<file path="src/rtl/serial_add_sub.sv">
// Digit-serial adder/subtractor with accumulator: DIGIT bits per clock, LSB first,
// N = WIDTH/DIGIT run cycles per operation, valid/ready start and a done pulse.
module serial_add_sub #(
    parameter int unsigned WIDTH  = 8,
    parameter int unsigned DIGIT  = 4,
    parameter bit          SIGNED = 1'b0
) (
    input  logic             clk,
    input  logic             rst_n,
    input  logic             start_valid,
    output logic             start_ready,
    input  logic [WIDTH-1:0] a,
    input  logic [WIDTH-1:0] b,
    input  logic [1:0]       op,
    input  logic             clear_acc,
    output logic [WIDTH-1:0] result,
    output logic             overflow,
    output logic             sticky_ovf,
    output logic [WIDTH-1:0] acc,
    output logic             busy,
    output logic             done
);

    localparam int unsigned N  = WIDTH / DIGIT;
    localparam int unsigned CW = (N > 1) ? $clog2(N) : 1;

    typedef enum logic [1:0] {IDLE, RUN, DONE} state_t;

    state_t           state;
    logic [WIDTH-1:0] x_q;
    logic [WIDTH-1:0] y_q;
    logic [WIDTH-1:0] sum_q;
    logic             carry_q;
    logic             sub_q;
    logic [CW-1:0]    cnt_q;
    logic [WIDTH-1:0] result_q;
    logic             overflow_q;
    logic             sticky_q;
    logic [WIDTH-1:0] acc_q;
    logic             done_q;

    logic [DIGIT-1:0] x_dig;
    logic [DIGIT-1:0] y_dig;
    logic [DIGIT-1:0] s_dig;
    logic             c_dig;
    logic [WIDTH-1:0] sum_next;
    logic             ovf_next;
    logic             last_digit;

    always_comb begin
        x_dig    = x_q[int'(cnt_q) * DIGIT +: DIGIT];
        y_dig    = y_q[int'(cnt_q) * DIGIT +: DIGIT];
        {c_dig, s_dig} = {1'b0, x_dig} + {1'b0, y_dig} + {{DIGIT{1'b0}}, carry_q};
        sum_next = sum_q;
        sum_next[int'(cnt_q) * DIGIT +: DIGIT] = s_dig;
        // Y is already inverted for subtraction, so both flavours share one rule
        if (SIGNED) begin
            ovf_next = (x_q[WIDTH-1] == y_q[WIDTH-1]) && (sum_next[WIDTH-1] != x_q[WIDTH-1]);
        end else begin
            ovf_next = c_dig ^ sub_q;
        end
        last_digit = (cnt_q == CW'(N - 1));
    end

    always_ff @(posedge clk or negedge rst_n) begin
        if (!rst_n) begin
            state      <= IDLE;
            x_q        <= '0;
            y_q        <= '0;
            sum_q      <= '0;
            carry_q    <= 1'b0;
            sub_q      <= 1'b0;
            cnt_q      <= '0;
            result_q   <= '0;
            overflow_q <= 1'b0;
            sticky_q   <= 1'b0;
            acc_q      <= '0;
            done_q     <= 1'b0;
        end else begin
            done_q <= 1'b0;
            unique case (state)
                IDLE: begin
                    if (clear_acc) begin
                        acc_q    <= '0;
                        sticky_q <= 1'b0;
                    end
                    if (start_valid) begin
                        // A same-cycle clear takes effect before the accumulator is read
                        x_q     <= op[1] ? (clear_acc ? '0 : acc_q) : a;
                        y_q     <= b ^ {WIDTH{op[0]}};
                        carry_q <= op[0];
                        sub_q   <= op[0];
                        cnt_q   <= '0;
                        sum_q   <= '0;
                        state   <= RUN;
                    end
                end
                RUN: begin
                    sum_q   <= sum_next;
                    carry_q <= c_dig;
                    cnt_q   <= cnt_q + CW'(1);
                    if (last_digit) begin
                        result_q   <= sum_next;
                        overflow_q <= ovf_next;
                        acc_q      <= sum_next;
                        sticky_q   <= sticky_q | ovf_next;
                        done_q     <= 1'b1;
                        state      <= DONE;
                    end
                end
                DONE: state <= IDLE;
                default: state <= IDLE;
            endcase
        end
    end

    assign start_ready = (state == IDLE);
    assign busy        = (state != IDLE);
    assign done        = done_q;
    assign result      = result_q;
    assign overflow    = overflow_q;
    assign sticky_ovf  = sticky_q;
    assign acc         = acc_q;

endmodule
</file>
<file path="config.mk">
export PLATFORM = sky130hd
export DESIGN_NAME = serial_add_sub
export DESIGN_NICKNAME = d
export VERILOG_FILES = /design/src/rtl/serial_add_sub.sv
export SDC_FILE = /design/constraint.sdc
export NUM_CORES = 1
export LEC_CHECK = 0
export ABC_AREA = 1
export CORE_ASPECT_RATIO = 0.7
export CORE_MARGIN = 4
export CORE_UTILIZATION = 56
export CTS_BUF_LIST = sky130_fd_sc_hd__clkbuf_16
export DETAILED_ROUTE_END_ITERATION = 12
export PLACE_DENSITY = 0.85
export SYNTH_ARGS = -nofsm -noshare
export SYNTH_HDL_FRONTEND = slang
export SYNTH_SLANG_ARGS = --single-unit
</file>
<file path="constraint.sdc">
create_clock -name clk -period 5.56 [get_ports clk]
set_input_delay 0.834 -clock clk [delete_from_list [all_inputs] [get_ports clk]]
set_output_delay 0.834 -clock clk [all_outputs]
set_load 0.1 [all_outputs]
</file>
==> flow_summary_export.csv <==
group,metric,value,unit
final_layout,synthToLayoutAreaGrowth,25.3,%
floorplanning,placement_rows,19,
status,status,"finished, final reports clean",
cts,clock-sinks,48,
worst_setup_path,worstPathCellList,"nor2_1 -> clkdlybuf4s50_1",
yosys,ys_seq_area_share,51.4,%
timing,fin_skew,0.00637,ns
final_layout,fill_cells,288,
cts,ctsResizeCount,0,
yosys,synth_nets,311,
yosys,syn_area,2330,um^2
placement,place.gp.congestion,0.863,
route,drc_errors,0,
hold_path,min_from,"overflow",
placement,dp_cells,369,
worst_setup_path,path_max_fanout,5,
global_routing,grt_usage,22.7,%
yosys,ys_seq_elements,48,
cts,root_buffer,"clkbuf_16",
worst_setup_path,ff2ff_setup_slack,3.00,ns
global_routing,grt_max_degree,49,
global_routing,grt_pass1_vias,1892,
yosys,yosysTopAreaCell,"dfrtp_1",
cts,ctsLongestPathBuffers,2,
route,routed_via_density,5.53,
global_routing,grt_pass1_wl,9.09,mm
final_layout,diodes,0,
route,routed_wl,5.66,mm
global_routing,grt-ovfl-total,0,
timing,hold_slack,0.484,ns
cts,cts_max_level,2,
hold_path,hold_class,"flop to flop",
floorplanning,core_region_area,3970,um^2
hold_path,holdPathStages,2,
floorplanning,die_w,85.2,um
worst_setup_path,worst_path_dominant_cell_family,"buffers and inverters",
floorplanning,die_y,62.0,um
hold_path,min_to,"overflow",
timing,slew_headroom,31.3,%
yosys,yosysUniqueCellTypes,24,
timing,timing.final.crit_share,52.5,%
yosys,synthCells,284,
worst_setup_path,cp.required,4.73,ns
timing,setup_tns,0,ns
timing,min_period,2.92,ns
worst_setup_path,worstPathArrival,2.09,ns
final_layout,final_cell_mix,"77 x nand2_1, 48 x dfrtp_1, 41 x clkdlybuf4s50_1",
worst_setup_path,path_class,"flop to primary output",
cts,holdBufCountCts,0,
cts,cts_tree,"done",
yosys,netlist.area_leader.share,51.4,%
worst_setup_path,critPathBufInv,1,
worst_setup_path,start_kind,"flop",
worst_setup_path,r2r_start,"cnt_q",
route,drtIter0Drc,292,
floorplanning,die-area,5280,um^2
final_layout,layout.nets,351,
timing,setup_violations,0,
cts,cts_buffers,5,
route,ant_nets,0,
floorplanning,initial_core_util,58.8,%
route,vias,2084,
placement,hpwl,3.92,mm
timing,finalHoldViolations,0,
final_layout,drive_above_1_share,4.31,%
worst_setup_path,max_stage_delay,1.17,ns
timing,max_freq,343,MHz
timing,maxSlewViolCount,0,
worst_setup_path,end_kind,"primary output",
route,drt_pass1_iterations,7,
cts,clk_pin_slew,0.06,ns
worst_setup_path,cp_num_cells,2,
flow_run,cap_violations,0,
final_layout,final_common_cell,"nand2_1",
cts,clock_latency,0.29,ns
yosys,avgSynthCellArea,8.22,um^2
route,wire_per_inst,15.0,um
global_routing,antenna_found_initial,0,
yosys,yosysWarnings,0,
final_layout,fin_cells,377,
cts,cts_setup_buffers,0,
worst_setup_path,reg2reg_depth,9,
timing,tightest_slew,1.03,ns
floorplanning,io_pins,43,
worst_setup_path,reg2reg_to,"acc[5]",
worst_setup_path,slowest_stage,"clkdlybuf4s50_1",
timing,rsz0062_at_grt,"no",
yosys,synthTopCellsByArea,"dfrtp_1 51%, nand2_1 12%, o21ai_0 5.4%",
placement,port_buffers,42,
[metrics by stage]
step                      area (um^2)  util, %  setup WS [ns]
after floorplan                  2330        -           2.02
after global placement           2760     69.6           2.95
after detailed placement         2760     69.6           2.95
after CTS                        2930     73.7           2.64
after global routing             2930     73.7           2.58
final                            2930     73.7           2.64
[cells by family after synthesis]
family | Yosys count | synth area share [%]
fa+ha+maj | 5 | 3.32
buf+inv | 44 | 7.88
compound gates | 55 | 12.8
flops | 48 | 51.4
simple gates | 123 | 21.2
xor+xnor | 9 | 3.38
[layout make-up]
| type | count | area, um^2 | area share (%) |
|---|---|---|---|
| sequential | 48 | 1200 | 41.1 |
| multi-input combinational | 192 | 950 | 32.5 |
| timing repair buffer | 42 | 415 | 14.2 |
| inverter | 35 | 131 | 4.49 |
| clock buffer | 5 | 125 | 4.28 |
| tap | 52 | 65.1 | 2.22 |
| clock inverter | 3 | 37.5 | 1.28 |
[synth_stat cells, drive strengths merged]
| library cell | n |
|---|---|
| buf | 6 |
| a21oi | 17 |
| nand2 | 79 |
| o211ai | 3 |
| xor2 | 1 |
| xnor2 | 8 |
| o21bai | 4 |
| inv | 35 |
| ha | 3 |
| nor2 | 29 |
| nand3 | 15 |
| o21ai | 30 |
| fa | 2 |
| dfrtp | 48 |
| o22ai | 1 |
| clkbuf | 3 |
[worst max path at each step]
| stage | slack [ns] | to | start |
|---|---|---|---|
| final | 2.64 | start_ready | state[0] |
| after global routing | 2.58 | start_ready | state[0] |
| after CTS | 2.64 | start_ready | state[0] |
| after detailed placement | 2.95 | start_ready | state[0] |
| after global placement | 2.95 | sum_q[3] | start_valid |
| after floorplan | 2.02 | busy | state[0] |
[layer usage]
metal  track usage, %  share of wire [%]  up-vias
li1                 -                  -      981
met1             32.0                 44      974
met2             35.3                 45      112
met3             5.40                9.1       17
met4             7.45                1.9        0
met5                0                  0        -
[tightest hold or removal path, cell delays in order, from the launching register on]
cell and delay (ns):
dfrtp_1 0.34, nand2_1 0.06, nand2_1 0.05
[state kept, by name, summed over array words and instances (netlist names)]
register	cells
acc	8
carry_q	1
cnt_q	1
done	1
overflow	1
result	8
state	2
sticky_ovf	1
sub_q	1
sum_q	8
x_q	8
y_q	8
Power is left out: the tool's default activity adds up to more than one toggle a clock period on the data nets, which glitch-free logic cannot reach.
